### config.mk
export PLATFORM = sky130hd
export DESIGN_NAME = branch_resolve
export DESIGN_NICKNAME = d
export VERILOG_FILES = /design/src/rtl/branch_resolve.sv
export SDC_FILE = /design/constraint.sdc
export NUM_CORES = 1
export LEC_CHECK = 0
export CAP_MARGIN = 20
export CORE_UTILIZATION = 48
export DETAILED_ROUTE_END_ITERATION = 6
export PLACE_DENSITY_LB_ADDON = 0.2
export SLEW_MARGIN = 20
export SYNTH_ARGS = -nofsm -noshare
export SYNTH_HDL_FRONTEND = slang
export SYNTH_SLANG_ARGS = --single-unit
### constraint.sdc
create_clock -name clk -period 5.1 [get_ports clk]
set_input_delay 0.51 -clock clk [delete_from_list [all_inputs] [get_ports clk]]
set_output_delay 0.51 -clock clk [all_outputs]
set_load 0.005 [all_outputs]
### src/rtl/branch_resolve.sv
// Single-stage branch resolution: evaluates the condition, selects the next
// address and keeps saturating statistics of consumed results.
module branch_resolve #(
  parameter int unsigned DATA_WIDTH = 32,
  parameter int unsigned CNT_WIDTH  = 16
) (
  input  logic                  clk,
  input  logic                  rst_n,
  input  logic                  i_valid,
  output logic                  o_ready,
  input  logic [2:0]            i_cond,
  input  logic [DATA_WIDTH-1:0] i_perand0,
  input  logic [DATA_WIDTH-1:0] i_perand1,
  input  logic [DATA_WIDTH-1:0] i_direct_addr,
  input  logic [DATA_WIDTH-1:0] i_offset,
  input  logic [DATA_WIDTH-1:0] i_program_addr,
  input  logic                  i_rel,
  input  logic                  i_flush,
  output logic                  o_valid,
  input  logic                  i_ready,
  output logic [DATA_WIDTH-1:0] o_addr,
  output logic                  o_taken,
  output logic [CNT_WIDTH-1:0]  o_branch_cnt,
  output logic [CNT_WIDTH-1:0]  o_taken_cnt
);

  localparam logic [2:0] COND_EQ     = 3'd0;
  localparam logic [2:0] COND_NE     = 3'd1;
  localparam logic [2:0] COND_LT     = 3'd2;
  localparam logic [2:0] COND_GE     = 3'd3;
  localparam logic [2:0] COND_LTU    = 3'd4;
  localparam logic [2:0] COND_GEU    = 3'd5;
  localparam logic [2:0] COND_ALWAYS = 3'd6;

  localparam logic [CNT_WIDTH-1:0] CNT_MAX = {CNT_WIDTH{1'b1}};

  logic                  cond_hit;
  logic                  lt_signed;
  logic                  lt_unsigned;
  logic [DATA_WIDTH-1:0] target;
  logic [DATA_WIDTH-1:0] next_addr;
  logic                  accept;
  logic                  consume;

  // Output slot is free when empty or being drained this cycle.
  assign o_ready = !o_valid || i_ready;

  assign accept  = i_valid && o_ready && !i_flush;
  assign consume = o_valid && i_ready && !i_flush;

  assign lt_signed   = $signed(i_perand0) < $signed(i_perand1);
  assign lt_unsigned = i_perand0 < i_perand1;

  always_comb begin
    cond_hit = 1'b0;
    case (i_cond)
      COND_EQ:     cond_hit = (i_perand0 == i_perand1);
      COND_NE:     cond_hit = (i_perand0 != i_perand1);
      COND_LT:     cond_hit = lt_signed;
      COND_GE:     cond_hit = !lt_signed;
      COND_LTU:    cond_hit = lt_unsigned;
      COND_GEU:    cond_hit = !lt_unsigned;
      COND_ALWAYS: cond_hit = 1'b1;
      default:     cond_hit = 1'b0;
    endcase
  end

  // Relative targets wrap modulo 2^DATA_WIDTH.
  assign target    = i_rel ? DATA_WIDTH'(i_program_addr + i_offset) : i_direct_addr;
  assign next_addr = cond_hit ? target : i_program_addr;

  // Result register; flush drops both the held result and the incoming request.
  always_ff @(posedge clk) begin
    if (!rst_n) begin
      o_valid <= 1'b0;
      o_addr  <= '0;
      o_taken <= 1'b0;
    end else if (i_flush) begin
      o_valid <= 1'b0;
    end else if (accept) begin
      o_valid <= 1'b1;
      o_addr  <= next_addr;
      o_taken <= cond_hit;
    end else if (consume) begin
      o_valid <= 1'b0;
    end
  end

  // Saturating statistics, counted only on real consumption.
  always_ff @(posedge clk) begin
    if (!rst_n) begin
      o_branch_cnt <= '0;
      o_taken_cnt  <= '0;
    end else if (consume) begin
      if (o_branch_cnt != CNT_MAX) begin
        o_branch_cnt <= o_branch_cnt + CNT_WIDTH'(1);
      end
      if (o_taken && (o_taken_cnt != CNT_MAX)) begin
        o_taken_cnt <= o_taken_cnt + CNT_WIDTH'(1);
      end
    end
  end

endmodule

# Word level (Yosys, flattened, before mapping)
# Cells that the tools add are included.
# op_classes
n_addsub	3
bitwise_logic	2
order_cmp	2
n_mux	5
reduce_logical	16
eq_ne	10
# ops
op	count
$lt A32 B32 Y1	2
$mux W32	2
$add A16 B1 Y16 const B	2
$add A32 B32 Y32	1
$eq A32 B32 Y1	1
$ne A16 B16 Y1 const B	2
$ne A32 B32 Y1	1
$eq A3 B3 Y1 const B	3
$pmux W1 S7	1
$eq A3 B2 Y1 const B	2
$reduce_and A2 Y1	3
$logic_and A1 B1 Y1	5
$logic_not A1 Y1	4
$eq A3 B1 Y1 const B	1
$logic_not A3 Y1	1
$mux W1	2
$not A1 Y1	2
$reduce_bool A2 Y1	1
$reduce_or A2 Y1	1
$logic_or A1 B1 Y1	1
# word_totals
out_inout_bits	67
inputBits	169
elab_cells	43
ff_bits	66

# Longest topological paths before layout
# Gate-level depths: netlist (run 1).
# logic_depth
depth_word	5
ltp_mapped	14

# Worst setup path before layout (run 1)
# OpenSTA, ideal clock, no wires.
# synth_path
path_kind	input to register
start	in i_perand1[14]
end	reg o_addr[14]
cell_stages	13
t_arrival_ps	2841
slack_ps	2144
setup_ps	115
n_path_buf	1
required_ps	4985
cell_sequence	inv_1 -> ha_1 -> nand4_2 -> nor4_2 -> o21ai_1 -> a31oi_2 -> a211oi_1 -> a311o_1 -> nor3_4 -> buf_4 -> mux2i_1 -> o21ai_0 -> and2_1
# synth_between
elab_chain_cells	4
# synth_rtl
item	line_no	source
start: declaration	13	input logic [DATA_WIDTH-1:0] i_perand1,
$lt A32 B32 Y1, on equally long branches	52, 51	
$logic_not A1 Y1, on equally long branches	62, 60	
$pmux W1 S7 *	56	case (i_cond)
$mux W32 *	70	assign next_addr = cond_hit ? target : i_program_addr;
end signal: assignment	82	o_addr <= next_addr;
end: declaration	21	output logic [DATA_WIDTH-1:0] o_addr,
# Every way passes the cells marked *; elsewhere a longest branch is shown, timed or not.
# A chain may end at the register's enable or synchronous reset.

# Worst setup path in the final report (run 1)
# layout_path
start	in i_perand1[31]
end	reg o_addr[14]
# Same word-level chain as after synthesis.

==> out/metrics.yaml, run 1 <==
fin_skew_ps: 6.29
ant_nets: 0
syn_area_um2: 5900
numCtsBuffers: 9
setup_viol: 0
fin_total_pwr_w: 0.00187
layout-drive-gt1-share_pct: 4.64
coreArea_um2: 12000
drt_iter0_markers: 422
place.gp.congestion: 0.956
cp.required_ps: 5330
grt_use_total_pct: 28.1
fin_nets: 1221
postCtsSetupRepairBufs: 0
finalWorstSetupSlack_ps: 1430
first_global_vias: 6077
max_freq_ghz: 0.272
htree_num_levels: 3
clock_path_buffers: 2
timing.rr.end: "o_branch_cnt[15]"
cts_root_buffer: "clkbuf_16"
overflow: 0
detail_route.wl_per_cell_um: 15.9
power_density_nw_per_um2: 216
tritoncts: "built"
die_h_um: 113
vias_per_cell: 5.65
status: "completed"
synth-simple-area-share_pct: 23.6
avgSynthCellArea_um2: 7.72
maxCapViolCount: 0
vias: 6426
synth_fa_ha_area_share_pct: 14.1
dr.pass1.iters: 4
critPathArrivalTime_ps: 3900
min_from: "o_addr[20]"
r2r_setup_slack_ps: 2560
place_inst: 1122
clkTransAtPathRegs_ps: 60
leakage_nw: 3.63
async_flop_share_pct: 0
relSlewSlack_pct: 37.8
crit_fanout: 43
synth_edf_count: 0
hold_depth: 2
hp-class: "reg -> reg"
drc: 0
fp-row-count: 40
synthCells: 764
startpoint_type: "primary input"
worst_pin_slew_ps: 932
synth_xor_xnor_area_share_pct: 6.83
synth_flop_cell: "dfxtp_1"
insertion_delay_ps: 330
hold_buffers: 0
die_x_um: 113
syn-num-nets: 999
grt_max_degree: 44
antenna_found_initial: 0
netlist-cell-type-count: 65
area_delta_synth_final_pct: 47.0
reg2reg_depth: 10
dp_hpwl_mm: 14.1
period_share_pct: 72.0
clock_sinks: 66
holdPathEnd: "o_addr[20]"
synth_top_family_by_area: "simple AND/OR/NAND/NOR gates"
final_util_pct: 72.2
synthMuxAreaShare_pct: 6.81
rsz0062_at_grt: "no"
grt_pass1_wl_mm: 28.9
totalWireLength_mm: 18.1
start_util_pct: 49.1
cp-end-kind: "flip-flop"
yosys_register_bits: 66
synth-compound-area-share_pct: 20.8
r2r_start: "o_branch_cnt[6]"
finalCriticalPeriod_ps: 3670
pre_cts_ws_ps: 1120
io_pins: 236
crit_type: "in -> reg"
fin_tns_setup_ps: 0
port_buffers: 235
die_area_um2: 12700
report.final.slew_viol_count: 0
hold_viol: 0
ir_drop_v: 0.000225
ys_seq_area_share_pct: 22.4
layout.cells.non_filler: 1138
n_antenna_cell: 0
post_cts_resize_count: 0
yosysWarnings: 0
-- where the power goes --
part / switching, W / internal [W]
Clock: 0.000252 / 0.000442
Combinational: 0.000295 / 0.000334
Sequential: 0.0000125 / 0.000536
-- flip-flops by register name (all words and copies together), names as in the netlist --
name and flops:
o_taken_cnt 16, o_taken 1, o_addr 32, o_branch_cnt 16, o_valid 1
-- through the flow --
step	hold slack [ps]	area, µm²
CTS	459	8670
global placement	444	8350
detailed placement	452	8350
global route	483	8670
finish	460	8670
floorplan	453	5900
-- worst max-delay path, stage by stage --
cell and delay [ps]:
clkdlybuf4s50_1 450, inv_1 40, ha_1 370, nand4_1 180, nor3_1 340, nand2_1 110
a31oi_2 210, a211oi_1 70, a311o_1 420, nor3_4 130, buf_4 500, mux2i_1 300
o21ai_0 90, and2_1 160
-- routing by layer --
metal / part of all wire (%) / global-route usage, % / vias to the layer above / wire (µm)
met5: 0 / 0 / - / 0
met4: 2.7 / 10.1 / 0 / 482
met3: 6.7 / 4.39 / 42 / 1200
met2: 46 / 46.4 / 261 / 8330
met1: 45 / 37.2 / 2931 / 8060
li1: - / - / 3192 / -
-- placed cells by master, fill, tap and decap left out, drive strengths merged, types with 3 or more instances in the layout --
cell             n
clkdlybuf4s50  234
nand2           77
dfxtp           66
ha              65
nor2            57
inv             52
a21oi           49
o21ai           45
nand3           43
xnor2           26
mux2i           24
a21o            21
xor2            20
and2            19
nand4           19
a211oi          14
mux2            14
clkbuf          10
o211ai           9
nor3             9
a31oi            9
or3              8
nor2b            7
o21bai           7
o21a             6
nand3b           6
nand2b           6
and3             6
o31ai            6
buf              6
nor4             5
nor3b            5
and4             4
a21boi           4
o22ai            3
-- Yosys cell counts, types with 6 or more instances --
cell | n | area [µm²]
a21o_1 | 21 | 158
and2_1 | 19 | 119
nor2b_1 | 7 | 43.8
nand2b_1 | 6 | 37.5
nand4_1 | 18 | 113
inv_1 | 51 | 191
nand3b_1 | 6 | 45.0
a211oi_1 | 14 | 105
nand3_1 | 43 | 215
o21bai_1 | 7 | 52.6
xor2_1 | 20 | 175
mux2_2 | 13 | 146
xnor2_1 | 26 | 228
ha_1 | 65 | 813
o21a_1 | 6 | 45.0
o31ai_1 | 6 | 45.0
nand2_1 | 76 | 285
a31oi_1 | 8 | 50.1
o211ai_1 | 9 | 67.6
or3_1 | 8 | 50.1
dfxtp_1 | 66 | 1320
nor2_1 | 57 | 214
clkbuf_1 | 24 | 90.1
a21oi_1 | 49 | 245
nor3_1 | 8 | 40.0
mux2i_1 | 24 | 240
o21ai_0 | 41 | 205
and3_1 | 6 | 37.5
-- cell families after synthesis --
family / count (synthesis)
mux: 38
flops: 66
compound gates: 192
xor+xnor: 46
simple gates: 276
buf+inv: 80
fa+ha+maj: 66
-- cell type report --
cell class                      count  area, µm²
Timing Repair Buffer              240       2380
Tap cell                          147        184
Fill cell                         984       3340
Clock buffer                       10        239
Inverter                           51        191
Sequential cell                    66       1320
Multi-Input combinational cell    618       4260
Clock inverter                      6       88.8
-- worst max-delay path by stage --
stage / startpoint / slack, ps / cells after the start / endpoint
final: i_perand1[31] / 1430 / 14 / o_addr[14]
after global placement: i_perand1[31] / 1170 / 14 / o_addr[14]
after floorplan: i_perand1[14] / 2140 / 13 / o_addr[14]
after global routing: i_perand1[31] / 1160 / 14 / o_addr[14]
after CTS: i_perand1[31] / 1450 / 14 / o_addr[14]
after detailed placement: i_perand1[31] / 1120 / 14 / o_addr[14]
No activity file was read; power rests on OpenSTA's default activity.
==> inputs of run 2 (changes only) <==
--- a/config.mk
+++ b/config.mk
@@ -6,7 +6,7 @@
 export NUM_CORES = 1
 export LEC_CHECK = 0
 export CAP_MARGIN = 20
-export CORE_UTILIZATION = 48
+export CORE_UTILIZATION = 40
 export DETAILED_ROUTE_END_ITERATION = 6
 export PLACE_DENSITY_LB_ADDON = 0.2
 export SLEW_MARGIN = 20
==> constraint.sdc (replaced) <==
create_clock -name clk -period 3.3 [get_ports clk]
set_input_delay 0.33 -clock clk [delete_from_list [all_inputs] [get_ports clk]]
set_output_delay 0.33 -clock clk [all_outputs]
set_load 0.005 [all_outputs]
==> run 2 against run 1 <==
  * First-iteration DRC count down 42%
  * Highest routed layer unchanged
  * Worst hold slack worse by 3.7 ps
  * Routed wire length up 2.4%
==> out/metrics.yaml, run 2 (synthesis results as in run 1) <==
vias: 6450  # +0.37%
drt_iter0_markers: 245  # -42%
post-route-cell-area_um2: 9100  # +5.0%
cp-startpoint: "i_program_addr[0]"
largest_register_ffs: 32  # unchanged
largest_register: "o_addr"
critPathArrivalTime_ps: 3420  # -480 ps
die_x_um: 123  # +9.4%
ant_nets: 0  # unchanged
max_freq_ghz: 0.319
numCtsBuffers: 9  # unchanged
dr.pass1.iters: 5  # +1
tritoncts: "built"
fp-row-count: 44  # +10%
die_area_um2: 15200  # +20%
largestRegisters: "o_addr (32), o_branch_cnt (16), o_taken_cnt (16)"
clock_sinks: 66  # unchanged
post_cts_resize_count: 0  # unchanged
coreArea_um2: 14500  # +21%
io_pins: 236  # unchanged
crit_fanout: 4  # -91%
crit_type: "in -> reg"
hold_buffers: 0  # unchanged
fin_skew_ps: 4.42  # -1.87 ps
postCtsSetupRepairBufs: 0  # unchanged
rsz0062_at_grt: "yes"
status: "completed"
cp.required_ps: 3580  # -1750 ps
totalWireLength_mm: 18.5  # +2.4%
port_buffers: 235  # unchanged
grt_use_total_pct: 24.3  # -3.8 points
drc: 0  # unchanged
fin_tns_setup_ps: 0  # unchanged
fin_nets: 1266  # +3.7%
grt_max_degree: 34  # -23%
period_share_pct: 95.1
first_global_vias: 5955  # -2.0%
final_util_pct: 62.9  # -9.3 points
place.gp.congestion: 0.867  # -9.4%
relSlewSlack_pct: 65.2  # +27 points
die_h_um: 123  # +9.4%
n_antenna_cell: 0  # unchanged
cp-end-kind: "flip-flop"
final_common_cell: "clkdlybuf4s50_1"
ir_drop_v: 0.000246  # +9.2%
min_from: "o_addr[20]"
clkTransAtPathRegs_ps: 60  # about the same
overflow: 0  # unchanged
clock_path_buffers: 2  # unchanged
detail_route.wl_per_cell_um: 15.2  # -4.5%
vias_per_cell: 5.29  # -6.4%
report.final.slew_viol_count: 0  # unchanged
area_delta_synth_final_pct: 54.3
startpoint_type: "primary input"
dp_hpwl_mm: 15.1  # +6.7%
antenna_found_initial: 0  # unchanged
insertion_delay_ps: 340  # about the same
hold_viol: 0  # unchanged
place_area_um2: 8750  # +4.9%
grt_pass1_wl_mm: 28.8  # -0.43%
final_cell_mix: "234 x clkdlybuf4s50_1, 76 x nand2_1, 66 x dfxtp_1"
layout-drive-gt1-share_pct: 9.07  # +4.4 points
start_util_pct: 40.8  # -8.4 points
leakage_nw: 3.87  # +6.5%
hp-class: "reg -> reg"
cts_root_buffer: "clkbuf_16"
worst_pin_slew_ps: 521  # -411 ps
setup_viol: 0  # unchanged
power_density_nw_per_um2: 322  # +49%
htree_num_levels: 3  # unchanged
maxCapViolCount: 0  # unchanged
finalCriticalPeriod_ps: 3140
r2r_start: "o_taken_cnt[0]"
run 2: where the power goes:
group / total, W / switching, W / internal, W
sequential: 0.000847 / 0.0000183 / 0.000829
combinational: 0.00106 / 0.000474 / 0.000588
clock: 0.00102 / 0.000372 / 0.000648
run 2: critical path, cell delays in order:
cell and delay, ps:
clkdlybuf4s50_1 450, ha_1 220, inv_1 70, fa_1 200, nor2b_1 70, o21a_1 180
o21ai_1 310, a21o_1 200, a211oi_1 100, o31ai_1 430, a21oi_1 150, or3_1 390
a31o_2 250, nand3_1 70
run 2: area by class of cell:
class                      instances  area, µm²
clock buffer                      13        270
clock inverter                     3       46.3
fill                            1286       5370
inverter                          51        191
multi-input combinational        618       4290
sequential                        66       1320
tap                              184        230
timing repair buffer             285       2750
run 2: metrics by stage:
stage	hold WS [ps]	worst slack, ps	total power (W)	instances
finish	456	161	0.00293	1220
CTS	457	66.6	0.00294	1220
floorplan	406	524	0.00142	764
global placement	447	-292	0.00190	1204
detailed placement	449	-280	0.00191	1204
global route	474	-6.39	0.00308	1220
run 2: routing by layer:
| layer | wire, µm | GRT usage [%] | vias to the layer above | share of wire (%) |
|---|---|---|---|---|
| li1 | - | - | 3300 | - |
| met1 | 8150 | 30.5 | 2903 | 44 |
| met2 | 8700 | 40.9 | 212 | 47 |
| met3 | 1180 | 5.07 | 35 | 6.3 |
| met4 | 484 | 8.66 | 0 | 2.6 |
| met5 | 0 | 0 | - | 0 |
run 2: path summary, 6_finish.rpt:
kind	to	slack, ps	cells past startpoint
worst max register to register	o_taken_cnt[15]	830	10
worst min register to register	o_addr[20]	460	2
worst max-delay path	o_addr[24]	160	14
worst min-delay path	o_addr[20]	460	2
==> inputs of run 3 (changes only) <==
--- a/config.mk
+++ b/config.mk
@@ -13,3 +13,4 @@
 export SYNTH_ARGS = -nofsm -noshare
 export SYNTH_HDL_FRONTEND = slang
 export SYNTH_SLANG_ARGS = --single-unit
+export TNS_END_PERCENT = 5
==> run 3 against run 2 <==
  * Flip-flop and latch count unchanged
  * Largest power group unchanged
  * Global-route usage unchanged
  * Via count up 0.33%
  * Register-to-register slack about the same
  * Critical path type unchanged
  * Worst hold slack about the same
  * Die area unchanged
  * Largest cell class unchanged
  * Count of clock-buffer cells in the layout unchanged
  * Routed wire length up 0.36%
  * Sequential share of layout area about the same
==> out/metrics.yaml, run 3 (synthesis results as in run 1) <==
dp_hpwl_mm: 15.1  # unchanged
dr.pass1.iters: 5  # unchanged
crit_fanout: 18  # +14
crit_family: "compound AO/OA/AOI/OAI gates"
clock_sinks: 66  # unchanged
power_density_nw_per_um2: 322  # about the same
seq_power_share_pct: 28.9  # about the same
vias_per_cell: 5.30  # +0.33%
finalCriticalPeriod_ps: 3140  # +3.25 ps
final_cell_mix: "234 x clkdlybuf4s50_1, 76 x nand2_1, 66 x dfxtp_1"
ir_drop_v: 0.000246  # +0.17%
fin_nets: 1266  # unchanged
report.final.slew_viol_count: 0  # unchanged
crit_type: "in -> reg"
critPathArrivalTime_ps: 3380  # -40 ps
area_delta_synth_final_pct: 54.2  # about the same
fin_skew_ps: 4.12  # -0.293 ps
die_h_um: 123  # unchanged
r2r_start: "o_taken_cnt[0]"
crit_chain: "clkdlybuf4s50_1 > inv_1 > ha_1 > nand4_2 > nor4_2 > o21ai_1 > a31oi_2 > a211oi_1 > a311o_1 > nor3_4 > buf_12 > mux2i_1 > o21ai_0 > and2_1"
io_pins: 236  # unchanged
switchingPower_w: 0.000862  # -0.18%
startpoint_type: "primary input"
fin_total_pwr_w: 0.00293  # about the same
fp-row-count: 44  # unchanged
place.gp.congestion: 0.867  # unchanged
maxCapViolCount: 0  # unchanged
clock_path_buffers: 2  # unchanged
worst_pin_slew_ps: 524  # +2.75 ps
grt_use_total_pct: 24.3  # unchanged
die_area_um2: 15200  # unchanged
ant_nets: 0  # unchanged
leakage_nw: 3.86  # -0.19%
switching_share_pct: 29.4  # -0.041 points
period_share_pct: 95.2  # +0.098 points
postCtsSetupRepairBufs: 0  # unchanged
htree_num_levels: 3  # unchanged
hold_depth: 2  # unchanged
status: "completed"
max_freq_ghz: 0.318  # -0.10%
power_frac_comb_pct: 36.3  # about the same
vias: 6471  # +0.33%
tritoncts: "built"
crit_buf_inv: 3  # +1
cp_slowest_cell: "clkdlybuf4s50_1"
holdPathEnd: "o_addr[20]"
numCtsBuffers: 9  # unchanged
insertion_delay_ps: 340  # about the same
first_global_vias: 5955  # unchanged
cp-end-kind: "flip-flop"
drc: 0  # unchanged
internal_power_w: 0.00207  # about the same
grt_pass1_wl_mm: 28.8  # unchanged
largestRegisters: "o_addr (32), o_branch_cnt (16), o_taken_cnt (16)"
largest_register_ffs: 32  # unchanged
n_antenna_cell: 0  # unchanged
coreArea_um2: 14500  # unchanged
hold_viol: 0  # unchanged
grt_max_degree: 34  # unchanged
layout.cells.non_filler: 1220  # unchanged
slowest_delay_ps: 460  # about the same
overflow: 0  # unchanged
reg2reg_depth: 10  # unchanged
port_buffers: 235  # unchanged
r2r_setup_slack_ps: 830  # about the same
place_inst: 1204  # unchanged
hp-class: "reg -> reg"
antenna_found_initial: 0  # unchanged
cp-startpoint: "i_perand1[13]"
timing.rr.end: "o_taken_cnt[15]"
drt_iter0_markers: 257  # +4.9%
cp.required_ps: 3540  # -40 ps
hold_buffers: 0  # unchanged
die_x_um: 123  # unchanged
start_util_pct: 40.8  # unchanged
min_from: "o_addr[20]"
clkTransAtPathRegs_ps: 60  # about the same
layout-drive-gt1-share_pct: 9.17  # +0.097 points
final_common_cell: "clkdlybuf4s50_1"
largest_register: "o_addr"
detail_route.wl_per_cell_um: 15.2  # +0.36%
totalWireLength_mm: 18.6  # +0.36%
setup_viol: 0  # unchanged
relSlewSlack_pct: 65.0  # -0.18 points
power.clock.fraction_pct: 34.8  # about the same
rsz0062_at_grt: "yes"
cts_root_buffer: "clkbuf_16"
post_cts_resize_count: 0  # unchanged
[run 3: cell type report]
class | count | area [µm²]
clock buffer | 13 | 270
clock inverter | 3 | 46.3
fill | 1287 | 5380
inverter | 51 | 191
multi-input combinational | 618 | 4290
sequential | 66 | 1320
tap | 184 | 230
timing repair buffer | 285 | 2750
[run 3: worst max-delay path by stage]
stage                       endpoint  slack, ps  cells after the start
after global placement    o_addr[31]       -290                     13
after detailed placement  o_addr[31]       -280                     13
after CTS                 o_addr[31]         70                     13
after floorplan           o_addr[14]        520                     13
after global routing      o_addr[22]        -10                     15
final                     o_addr[13]        160                     14
[run 3: metal layers]
layer  part of all wire, %  GRT usage (%)  routed length [µm]  vias to the layer above
met5                     0              0                   0                        -
met4                   2.7           8.66                 496                        0
met3                   6.7           5.07                1250                       38
met2                    47           40.9                8710                      226
met1                    44           30.5                8120                     2908
li1                      -              -                   -                     3299
[run 3: through the flow]
stage | hold slack [ps] | area, µm² | util, % | setup slack [ps] | TNS (ps)
6_report | 456 | 9100 | 62.9 | 158 | 0
5_1_grt | 474 | 9100 | 62.9 | -14.5 | -32.8
4_1_cts | 457 | 9070 | 62.7 | 66.6 | 0
3_5_place_dp | 449 | 8750 | 60.5 | -280 | -4320
3_3_place_gp | 447 | 8750 | 60.5 | -292 | -2510
2_1_floorplan | 406 | 5900 | - | 524 | 0
[run 3: worst reg2reg max path: cells and delay by family, from the launching register on]
family,cells,cell delay (ps)
and+or+nand+nor,8,1650
adders and majority gates,1,240
xor gates and xnor gates,1,120
DFF,1,350
[run 3: power groups by stage]
stage          registers [W]  clock network [W]  logic, W
4_1_cts             0.000847            0.00104   0.00105
3_3_place_gp        0.000864                  0   0.00104
2_1_floorplan       0.000864                  0  0.000557
5_1_grt             0.000850            0.00107   0.00116
6_report            0.000847            0.00102   0.00106
3_5_place_dp        0.000864                  0   0.00105
